--- src/rtl/mem_arb_pkg.sv ---
// Shared types and limits for the fetch/data memory port arbiter.
package mem_arb_pkg;
  localparam int ADDR_W_DEF  = 32;
  localparam int DATA_W_DEF  = 32;
  localparam int MEM_LAT_MAX = 7;
  localparam int LAT_W       = $clog2(MEM_LAT_MAX + 1);
  localparam int CNT_W       = 3;

  typedef enum logic [1:0] {IDLE, ISSUE, WAIT, RESP} state_t;
  typedef enum logic {OWN_IF, OWN_DM} owner_t;
endpackage

--- src/rtl/mem_arb_pick.sv ---
// Priority pick between fetch and data requests; combinational, zero latency.
// Data wins unless fetch has lost STARVE_MAX arbitrations in a row.
module mem_arb_pick
  import mem_arb_pkg::*;
#(
  parameter int STARVE_MAX = 2
) (
  input  logic             if_req,
  input  logic             dm_req,
  input  logic [CNT_W-1:0] starve_cnt,
  output logic             pick_vld,
  output owner_t           pick_owner
);

  always_comb begin
    pick_vld   = if_req | dm_req;
    pick_owner = OWN_DM;
    if (if_req && (!dm_req || starve_cnt == CNT_W'(STARVE_MAX))) begin
      pick_owner = OWN_IF;
    end
  end

endmodule

--- src/rtl/mem_port_arbiter.sv ---
// Shares one single-ported memory between fetch and load/store; loads respond MEM_LAT+2 cycles after sampling, stores 2.
// Requests are only sampled in IDLE/RESP; a losing requester holds req and is protected by the starvation guard.
module mem_port_arbiter
  import mem_arb_pkg::*;
#(
  parameter int ADDR_W     = ADDR_W_DEF,
  parameter int DATA_W     = DATA_W_DEF,
  parameter int MEM_LAT    = 1,
  parameter int STARVE_MAX = 2
) (
  input  logic              clk,
  input  logic              rst,
  input  logic              if_req,
  input  logic [ADDR_W-1:0] if_addr,
  output logic              if_grant,
  output logic              if_rvalid,
  output logic [DATA_W-1:0] if_rdata,
  input  logic              dm_req,
  input  logic              dm_write,
  input  logic [ADDR_W-1:0] dm_addr,
  input  logic [DATA_W-1:0] dm_wdata,
  output logic              dm_grant,
  output logic              dm_rvalid,
  output logic [DATA_W-1:0] dm_rdata,
  output logic              mem_en,
  output logic              mem_we,
  output logic [ADDR_W-1:0] mem_addr,
  output logic [DATA_W-1:0] mem_wdata,
  input  logic [DATA_W-1:0] mem_rdata,
  output logic              busy
);

  state_t           state, nxt_state;
  owner_t           owner, nxt_owner;
  logic [LAT_W-1:0] lat_cnt, nxt_lat;
  logic [CNT_W-1:0] starve_cnt, nxt_starve;
  logic             pick_vld;
  owner_t           pick_owner;

  logic              nxt_if_grant, nxt_if_rvalid, nxt_dm_grant, nxt_dm_rvalid;
  logic              nxt_mem_en, nxt_mem_we, nxt_busy;
  logic [ADDR_W-1:0] nxt_mem_addr;
  logic [DATA_W-1:0] nxt_mem_wdata, nxt_if_rdata, nxt_dm_rdata;

  mem_arb_pick #(.STARVE_MAX(STARVE_MAX)) u_pick (
    .if_req     (if_req),
    .dm_req     (dm_req),
    .starve_cnt (starve_cnt),
    .pick_vld   (pick_vld),
    .pick_owner (pick_owner)
  );

  always_comb begin
    nxt_state     = state;
    nxt_owner     = owner;
    nxt_lat       = lat_cnt;
    nxt_starve    = starve_cnt;
    nxt_if_grant  = 1'b0;
    nxt_dm_grant  = 1'b0;
    nxt_if_rvalid = 1'b0;
    nxt_dm_rvalid = 1'b0;
    nxt_mem_en    = 1'b0;
    nxt_mem_we    = mem_we;
    nxt_mem_addr  = mem_addr;
    nxt_mem_wdata = mem_wdata;
    nxt_if_rdata  = if_rdata;
    nxt_dm_rdata  = dm_rdata;

    case (state)
      IDLE, RESP: begin
        nxt_state = IDLE;
        if (!if_req || (pick_vld && pick_owner == OWN_IF)) begin
          nxt_starve = '0;
        end else if (starve_cnt != CNT_W'(STARVE_MAX)) begin
          nxt_starve = starve_cnt + CNT_W'(1);
        end
        if (pick_vld) begin
          nxt_state  = ISSUE;
          nxt_owner  = pick_owner;
          nxt_mem_en = 1'b1;
          if (pick_owner == OWN_IF) begin
            nxt_if_grant = 1'b1;
            nxt_mem_we   = 1'b0;
            nxt_mem_addr = if_addr;
          end else begin
            nxt_dm_grant  = 1'b1;
            nxt_mem_we    = dm_write;
            nxt_mem_addr  = dm_addr;
            nxt_mem_wdata = dm_wdata;
          end
        end
      end
      ISSUE: begin
        // Stores are done once the strobe has been seen; only data port can store.
        if (mem_we) begin
          nxt_state     = RESP;
          nxt_dm_rvalid = 1'b1;
          nxt_dm_rdata  = '0;
        end else begin
          nxt_state = WAIT;
          nxt_lat   = LAT_W'(MEM_LAT - 1);
        end
      end
      WAIT: begin
        if (lat_cnt == '0) begin
          nxt_state = RESP;
          if (owner == OWN_IF) begin
            nxt_if_rvalid = 1'b1;
            nxt_if_rdata  = mem_rdata;
          end else begin
            nxt_dm_rvalid = 1'b1;
            nxt_dm_rdata  = mem_rdata;
          end
        end else begin
          nxt_lat = lat_cnt - LAT_W'(1);
        end
      end
    endcase

    nxt_busy = (nxt_state != IDLE);
  end

  always_ff @(posedge clk) begin
    if (rst) begin
      state      <= IDLE;
      owner      <= OWN_IF;
      lat_cnt    <= '0;
      starve_cnt <= '0;
      if_grant   <= 1'b0;
      dm_grant   <= 1'b0;
      if_rvalid  <= 1'b0;
      dm_rvalid  <= 1'b0;
      mem_en     <= 1'b0;
      mem_we     <= 1'b0;
      mem_addr   <= '0;
      mem_wdata  <= '0;
      if_rdata   <= '0;
      dm_rdata   <= '0;
      busy       <= 1'b0;
    end else begin
      state      <= nxt_state;
      owner      <= nxt_owner;
      lat_cnt    <= nxt_lat;
      starve_cnt <= nxt_starve;
      if_grant   <= nxt_if_grant;
      dm_grant   <= nxt_dm_grant;
      if_rvalid  <= nxt_if_rvalid;
      dm_rvalid  <= nxt_dm_rvalid;
      mem_en     <= nxt_mem_en;
      mem_we     <= nxt_mem_we;
      mem_addr   <= nxt_mem_addr;
      mem_wdata  <= nxt_mem_wdata;
      if_rdata   <= nxt_if_rdata;
      dm_rdata   <= nxt_dm_rdata;
      busy       <= nxt_busy;
    end
  end

endmodule

--- config.mk ---
export PLATFORM = sky130hd
export DESIGN_NAME = mem_port_arbiter
export DESIGN_NICKNAME = d
export VERILOG_FILES = /design/src/rtl/mem_arb_pkg.sv /design/src/rtl/mem_arb_pick.sv /design/src/rtl/mem_port_arbiter.sv
export SDC_FILE = /design/constraint.sdc
export NUM_CORES = 1
export LEC_CHECK = 0
export BUFFER_PORTS_ARGS = -buffer_cell sky130_fd_sc_hd__buf_4
export CAP_MARGIN = 20
export CORE_UTILIZATION = 43
export DETAILED_ROUTE_END_ITERATION = 8
export PLACE_DENSITY = 0.81
export SYNTH_ARGS = -nofsm -noshare
export SYNTH_HDL_FRONTEND = slang
export SYNTH_SLANG_ARGS = --single-unit
--- constraint.sdc ---
create_clock -name clk -period 1.5 [get_ports clk]
set_clock_uncertainty 0.05 [all_clocks]
set_input_delay 0.3 -clock clk [delete_from_list [all_inputs] [get_ports clk]]
set_output_delay 0.3 -clock clk [all_outputs]
set_load 0.01 [all_outputs]
==> reports/metrics.yaml, run 1 <==
rows: 42
antenna_found_initial: 0
clkLatencyLatePin_ps: 440
netlist_top_cells_area: "dfxtp_1 48%, a2111oi_0 9.5%, a21oi_1 9.0%"
synth_seq_area_share: 0.480
ant_nets: 0
yosysUniqueCellTypes: 38
ios: 268
gp_congestion: 0.838
synthArstFlopShare: 0
nNetsFinal: 1153
htreeDepth: 4
violations: "negative setup slack"
synth-edff-count: 0
worstPathRequired_ps: 1720
power_density_nw_per_um2: 1990
critPathCaptureType: "flop"
tightest_slew_ps: 560
leakagePower_nw: 4.40
syn_nets: 858
holdBufCountCts: 0
io_buffers: 267
routed_wl_um: 31000
arrival_ps: 2080
cts-root-buf: "clkbuf_16"
synth_flop_cell: "dfxtp_1"
slew_violations: 0
fin_area_um2: 11500
fill_cells: 632
vias: 7814
syn_area_um2: 6010
grt-ovfl-total: 0
grt_pass1_wl_um: 37100
setup_ws_ps: -356
post-route-period-util: 1.24
period_minus_slack_ps: 1860
viasPerCell: 6.50
clk_pin_slew_ps: 60
grt_pass1_vias: 7074
status: "finished, violations left"
die_h_um: 120
grt.total_usage: 0.333
critPathKind: "reg2reg"
place_area_um2: 8850
clock_path_buffers: 2
synth_warnings: 0
synth_area_leader_cell: "dfxtp_1"
fmax_mhz: 539
synth_top_area_frac: 0.480
rsz0062_at_grt: "true"
hold_class: "in2reg"
start_util: 0.446
antenna_cells: 0
cts_sinks: 144
die_x_um: 120
vdd_ir_drop_max_v: 0.00126
cts_made_buffers: 17
syn_inst: 719
core_um2: 13500
cts_tree: "done"
setup_viol: 139
drv_cap: 0
grt_max_degree: 54
syn2layout_area_growth_pct: 92.0
slew_headroom: 0.627
drt_iter0_markers: 858
die_area_um2: 14400
totalNegativeSetupSlack_ps: -17030
hold_viol_final: 0
firstDrtPassIters: 8
syn_area_per_cell_um2: 8.35
drive_above_1_share: 0.578
cp-start-kind: "flop"
synth.ff_latch_count: 144
drc_errors: 0
critPathMaxFanout: 11
wl_per_cell_um: 25.7
postLayoutCoreUtil: 0.857
hpwlAfterDp_um: 13300
==> state kept, by name, summed over array words and instances, names as in the netlist, 2 cells and up <==
register / count
if_rdata: 32
dm_rdata: 32
mem_addr: 32
starve_cnt: 3
mem_wdata: 32
lat_cnt: 3
state: 2
==> cell usage after synthesis, drive strengths merged (10+ instances only) <==
cell type and n:
dfxtp 144, a21oi 108, nand2 71, o21ai 67, a2111oi 65, clkbuf 59
nand3 35, nand4 32, nor2 31, nor4 27, buf 25, inv 10
==> power breakdown <==
part	switching [mW]	internal, mW	leakage [nW]
sequential	0.695	4.78	1.18
combinational	7.02	5.94	2.93
clock	1.89	2.64	0.288
==> cells in the final DEF (no fill, tap or decap), types with 2 or more instances in the layout <==
| cell type | n |
|---|---|
| buf_16 | 7 |
| a21oi_1 | 72 |
| and2_4 | 2 |
| ha_4 | 5 |
| inv_2 | 6 |
| nor4_1 | 22 |
| dfxtp_1 | 138 |
| nor2b_1 | 5 |
| a2111oi_2 | 24 |
| nor2_1 | 29 |
| o21ai_0 | 12 |
| clkinv_2 | 2 |
| bufinv_16 | 3 |
| buf_6 | 13 |
| nand2b_1 | 3 |
| o21ai_1 | 17 |
| clkinvlp_4 | 4 |
| nor4_2 | 4 |
| nor3_1 | 5 |
| nand3_2 | 2 |
| buf_4 | 299 |
| nand4_1 | 32 |
| buf_8 | 3 |
| nand2_2 | 7 |
| clkbuf_16 | 26 |
| nand2_4 | 16 |
| nand3_1 | 32 |
| o21ai_4 | 8 |
| and3b_1 | 2 |
| nand3b_1 | 4 |
| nand2b_4 | 2 |
| dfxtp_2 | 6 |
| o21ai_2 | 30 |
| a21oi_2 | 35 |
| inv_1 | 4 |
| clkinv_4 | 2 |
| inv_6 | 3 |
| a2111oi_4 | 41 |
| buf_12 | 29 |
| nand2_1 | 48 |
==> through the flow <==
step	worst slack (ps)	power, mW	instances	hold WS [ps]
detailed placement	-182	13.0	1121	397
global route	-433	23.6	1203	72.7
floorplan	-29.4	10.0	719	386
finish	-356	23.0	1203	67.6
CTS	-91.9	19.7	1179	73.2
global placement	-76.0	13.0	1121	393
==> final timing paths <==
kind                                   start            to  slack (ps)  depth (start not counted)
worst max-delay path                state[0]  mem_addr[25]        -360                          6
worst min-delay path             dm_wdata[6]  mem_wdata[6]          70                          3
worst max register to register      state[0]  mem_addr[25]        -360                          6
worst min register to register  if_rdata[16]  if_rdata[16]         410                          2
==> metal layers <==
| metal | track usage | vias up | part of all wire |
|---|---|---|---|
| met5 | 0 | - | 0 |
| met4 | 0.195 | 0 | 0.065 |
| met3 | 0.0811 | 182 | 0.090 |
| met2 | 0.590 | 619 | 0.50 |
| met1 | 0.359 | 3737 | 0.34 |
| li1 | - | 3276 | - |
==> kinds of logic (layout without fill, tap and decap cells) <==
logic type,Yosys count,after routing,synth area share
AOI/OAI and AO/OA,248,248,0.251
and+or+nand+nor,226,226,0.189
DFF,144,144,0.480
buffers and inverters,94,402,0.0656
adders and majority gates,6,6,0.0125
muxes,1,1,0.00167
==> worst max-delay path, stage by stage (launching register included) <==
cell and delay (ps):
dfxtp_2 340, inv_2 40, ha_4 240, inv_2 250, buf_12 230, a2111oi_2 70
nor4_1 460
==> final cells by class <==
class / instances / area, um2 / share of cell area
Multi-Input combinational cell: 481 / 4340 / 0.376
Timing Repair Buffer: 360 / 3430 / 0.298
Sequential cell: 144 / 2890 / 0.251
Clock buffer: 17 / 425 / 0.0369
Tap cell: 176 / 220 / 0.0191
Clock inverter: 15 / 185 / 0.0161
Inverter: 10 / 37.5 / 0.00325
==> what timing repair did <==
action,4_1_cts,5_1_grt
buffers inserted,17,16
setup endpoints to repair,127,132
gates resized for setup,135,185
pin swaps,24,108
gates cloned,9,12
(Power assumes the default switching activity.)
==> inputs of run 2 (changes only) <==
CORE_UTILIZATION = 49   (was 43)
CTS_BUF_LIST = sky130_fd_sc_hd__clkbuf_8   (was default)
PLACE_DENSITY = 0.87   (was 0.81)
clock period = 2.1 ns   (was 1.5 ns; I/O delays follow)
==> reports/metrics.yaml, run 2 (synthesis gave the netlist of run 1 again) <==
status: "finished clean"  # was finished, violations left
arrival_ps: 2200  # was 2080 ps
cp-startpoint: "state[0]"  # unchanged
start_util: 0.502  # was 0.446
top_layer: "met4"  # unchanged
wl_per_cell_um: 17.0  # was 25.7 um
nNetsFinal: 1090  # was 1153
setup_ws_ps: 159  # was -356 ps
drive_above_1_share: 0.344  # was 0.578
cts_made_buffers: 17  # unchanged
rows: 40  # was 42
die_area_um2: 12700  # was 14400 um2
rsz0062_at_grt: "false"  # was true
tightest_slew_ps: 604  # was 560 ps
ant_nets: 0  # unchanged
critPathKind: "reg2reg"  # unchanged
cts-root-buf: "clkbuf_8"  # was clkbuf_16
crit_end: "mem_addr[22]"  # was mem_addr[25]
period_minus_slack_ps: 1940  # was 1860 ps
critPathMaxFanout: 49  # was 11
htreeDepth: 4  # unchanged
gp_congestion: 0.777  # was 0.838
vdd_ir_drop_max_v: 0.00106  # was 0.00126 V
syn2layout_area_growth_pct: 42.4  # was 92.0%
fill_cells: 990  # was 632
dp_slack_ps: 102  # was -182 ps
met2WireLength_um: 9310  # was 15500 um
viasPerCell: 5.86  # was 6.50
min_path_cells: 3  # unchanged
core_um2: 12000  # was 13500 um2
wl_met3_um: 1490  # was 2790 um
routed_wl_um: 18900  # was 31000 um
power_density_nw_per_um2: 1230  # was 1990 nW/um2
firstDrtPassIters: 5  # was 8
io_buffers: 267  # unchanged
cts_sinks: 144  # unchanged
grt-ovfl-total: 0  # unchanged
clkLatencyLatePin_ps: 440  # about the same
grt_max_degree: 50  # was 54
grt.total_usage: 0.295  # was 0.333
die_x_um: 113  # was 120 um
clock_path_buffers: 2  # unchanged
postLayoutCoreUtil: 0.715  # was 0.857
vias: 6511  # was 7814
r2r_start: "state[0]"  # unchanged
totalNegativeSetupSlack_ps: 0  # was -17030 ps
hold_class: "in2reg"  # unchanged
r2r.worst_path.cells: 6  # unchanged
grt_pass1_vias: 5992  # was 7074
slew_violations: 0  # unchanged
drc_errors: 0  # unchanged
hold_ws_ps: 179  # was 67.6 ps
clk_pin_slew_ps: 80  # was 60 ps
hold_viol_final: 0  # unchanged
fmax_mhz: 515  # was 539 MHz
post-route-period-util: 0.924  # was 1.24
worstPathRequired_ps: 2360  # was 1720 ps
ios: 268  # unchanged
critPathCaptureType: "flop"  # unchanged
leakagePower_nw: 3.51  # was 4.40 nW
met1_length_um: 7550  # was 10600 um
final_cell_mix: "289 x buf_4, 144 x dfxtp_1, 108 x a21oi_1"  # was 299 x buf_4, 138 x dfxtp_1, 72 x a21oi_1
antenna_found_initial: 0  # unchanged
r2r_end: "mem_addr[22]"  # was mem_addr[25]
r2r_setup_slack_ps: 160  # was -360 ps
drt_iter0_markers: 655  # was 858
antenna_cells: 0  # unchanged
setup_viol: 0  # was 139
grt_pass1_wl_um: 29900  # was 37100 um
hpwlAfterDp_um: 13000  # was 13300 um
die_h_um: 113  # was 120 um
slew_headroom: 0.590  # was 0.627
drv_cap: 0  # unchanged
layout_commonest_cell: "buf_4"  # unchanged
cts_tree: "done"  # unchanged
cp-start-kind: "flop"  # unchanged
==> run 2: cell count changes in the layout (fill, tap and decap cells not counted), sizes merged <==
cell | previous run | this run
buf | 351 | 297
clkbuf | 26 | 20
clkinvlp | 4 | 0
inv | 14 | 16
bufinv | 3 | 2
==> run 2: how the worst min path moves through the flow <==
stage,startpoint,to,slack [ps]
after floorplan,lat_cnt[1],lat_cnt[1],400
after global placement,if_rdata[4],if_rdata[4],390
after detailed placement,if_rdata[15],if_rdata[15],400
after CTS,mem_rdata[31],if_rdata[31],150
after global routing,dm_wdata[0],mem_wdata[0],150
final,mem_rdata[31],if_rdata[31],180
==> run 2: layout make-up <==
type / instances / area (um2) / share of cell area
multi-input combinational: 481 / 2750 / 0.321
clock inverter: 12 / 103 / 0.0120
tap: 147 / 184 / 0.0215
clock buffer: 20 / 275 / 0.0322
timing repair buffer: 297 / 2320 / 0.272
sequential: 144 / 2880 / 0.337
inverter: 10 / 37.5 / 0.00439
==> run 2: what timing repair did <==
item	CTS	global route
resized for setup	0	5
endpoints found under the setup margin	0	36
hold buffers	0	0
buffers inserted	0	0
==> run 2: through the flow <==
stage	area, um2	power, mW	std cells
after global placement	8150	8.35	1078
after floorplan	6010	6.39	719
after global routing	8550	11.2	1111
final	8550	10.6	1111
after CTS	8540	10.6	1111
after detailed placement	8170	8.44	1079
==> run 2: critical path, stage by stage, from the launching register on <==
cell and delay (ps):
dfxtp_1 360, inv_1 60, ha_1 360, inv_2 170, buf_12 220, a2111oi_0 460, nor4_1 120
==> run 2: metal layers <==
metal	up-vias	GRT usage
met5	-	0
met3	45	0.0798
met4	0	0.138
met2	317	0.496
li1	3116	-
met1	3033	0.350
==> run 2: where the power goes <==
group | leakage [nW] | switching (mW) | internal [mW]
registers | 1.18 | 0.356 | 3.40
logic | 2.11 | 2.74 | 1.95
clock network | 0.220 | 0.993 | 1.12
total | 3.51 | 4.09 | 6.47
==> inputs of run 3 (changes only) <==
RECOVER_POWER = 100   (was default)
==> reports/metrics.yaml, run 3 (synthesis gave the netlist of run 1 again) <==
status: "finished clean"  # unchanged
firstDrtPassIters: 6  # was 5
start_util: 0.502  # unchanged
grt_pass1_wl_um: 29900  # unchanged
die_area_um2: 12700  # unchanged
cts_made_buffers: 17  # unchanged
vdd_ir_drop_max_v: 0.00102  # was 0.00106 V
die_h_um: 113  # unchanged
seqCellArea_um2: 2880  # unchanged
grt-ovfl-total: 0  # unchanged
die_x_um: 113  # unchanged
io_buffers: 267  # unchanged
gp_congestion: 0.777  # unchanged
nNetsFinal: 1090  # unchanged
place_area_um2: 8170  # unchanged
grt_max_degree: 50  # unchanged
hold_class: "in2reg"  # unchanged
cp-start-kind: "flop"  # unchanged
critPathCaptureType: "flop"  # unchanged
clk_pin_slew_ps: 70  # was 80 ps
hold_viol_final: 0  # unchanged
setup_viol: 0  # unchanged
setup_ws_ps: 146  # was 159 ps
slew_violations: 0  # unchanged
drt_iter0_markers: 615  # was 655
syn2layout_area_growth_pct: 33.8  # was 42.4%
fin_area_um2: 8030  # was 8550 um2
antenna_found_initial: 0  # unchanged
drc_errors: 0  # unchanged
routed_wl_um: 18900  # about the same
viasPerCell: 5.87  # was 5.86
ios: 268  # unchanged
totalNegativeSetupSlack_ps: 0  # unchanged
multi_input_area_um2: 2740  # was 2750 um2
r2r_start: "state[0]"  # unchanged
final-instance-count-excl-fill: 1111  # unchanged
rows: 40  # unchanged
ant_nets: 0  # unchanged
rsz0062_at_grt: "false"  # unchanged
holdBufCountCts: 0  # unchanged
cts_tree: "done"  # unchanged
vias: 6524  # was 6511
layout_commonest_cell: "buf_4"  # unchanged
wl_per_cell_um: 17.1  # was 17.0 um
cts_sinks: 144  # unchanged
crit_end: "mem_addr[22]"  # unchanged
drive_above_1_share: 0.203  # was 0.344
critPathMaxFanout: 49  # unchanged
cts-root-buf: "clkbuf_8"  # unchanged
fill_cells: 1125  # was 990
grt_pass1_vias: 5992  # unchanged
clock_path_buffers: 2  # unchanged
antenna_cells: 0  # unchanged
hpwlAfterDp_um: 13000  # unchanged
final_cell_mix: "151 x buf_4, 144 x dfxtp_1, 135 x clkbuf_1"  # was 289 x buf_4, 144 x dfxtp_1, 108 x a21oi_1
r2r_setup_slack_ps: 150  # was 160 ps
power_density_nw_per_um2: 1250  # was 1230 nW/um2
htreeDepth: 4  # unchanged
drv_cap: 0  # unchanged
r2r.worst_path.cells: 6  # unchanged
period_minus_slack_ps: 1950  # was 1940 ps
min_path_cells: 3  # unchanged
worstPathRequired_ps: 2360  # about the same
cts_setup_buffers: 0  # unchanged
post-route-period-util: 0.931  # was 0.924
power_mw: 10.0  # was 10.6 mW
fmax_mhz: 512  # was 515 MHz
clkLatencyLatePin_ps: 440  # about the same
grt.total_usage: 0.295  # unchanged
dp.cells: 1079  # unchanged
arrival_ps: 2210  # was 2200 ps
dp_slack_ps: 102  # unchanged
slew_headroom: 0.586  # was 0.590
tightest_slew_ps: 608  # was 604 ps
core_um2: 12000  # unchanged
critPathKind: "reg2reg"  # unchanged
cp-startpoint: "state[0]"  # unchanged
leakagePower_nw: 2.94  # was 3.51 nW
r2r_end: "mem_addr[22]"  # unchanged
## run 3: changes by cell type in the layout (fill, tap and decap cells not counted), sizes merged
cell / previous run / this run
clkbuf: 20 / 157
buf: 297 / 160
## run 3: area by class of cell
cell class,instances,area share
tap,147,0.0229
clock buffer,20,0.0343
clock inverter,12,0.0128
timing repair buffer,297,0.225
multi-input combinational,481,0.341
inverter,10,0.00467
sequential,144,0.359
## run 3: how the worst min path moves through the flow
stage,slack (ps),end,start
after floorplan,400,lat_cnt[1],lat_cnt[1]
after global placement,390,if_rdata[4],if_rdata[4]
after detailed placement,400,if_rdata[15],if_rdata[15]
after CTS,150,if_rdata[31],mem_rdata[31]
after global routing,150,mem_wdata[0],dm_wdata[0]
final,180,mem_wdata[0],dm_wdata[0]
## run 3: where the power goes
part,total [mW],switching (mW),internal (mW)
Clock,2.11,0.991,1.12
Sequential,3.74,0.342,3.40
Combinational,4.20,2.73,1.46
## run 3: worst max-delay path, cell delays in order, from the launching register on
cell and delay, ps:
dfxtp_1 360, inv_1 60, ha_1 360, inv_2 170, buf_12 220, a2111oi_0 470, nor4_1 120
## run 3: layer usage
layer | global-route usage | wire (um) | vias to the layer above
li1 | - | - | 3120
met1 | 0.350 | 7520 | 3017
met3 | 0.0798 | 1540 | 52
met2 | 0.496 | 9320 | 335
met5 | 0 | 0 | -
met4 | 0.138 | 568 | 0
## run 3: repair_timing
item,4_1_cts,5_1_grt
resized for setup,0,5
endpoints found under the setup margin,0,36
endpoints found under the hold margin,0,0
## run 3: through the flow
stage	utilization	hold slack, ps
floorplan	-	396
CTS	0.714	150
global placement	0.681	392
finish	0.672	177
global route	0.672	150
detailed placement	0.683	397
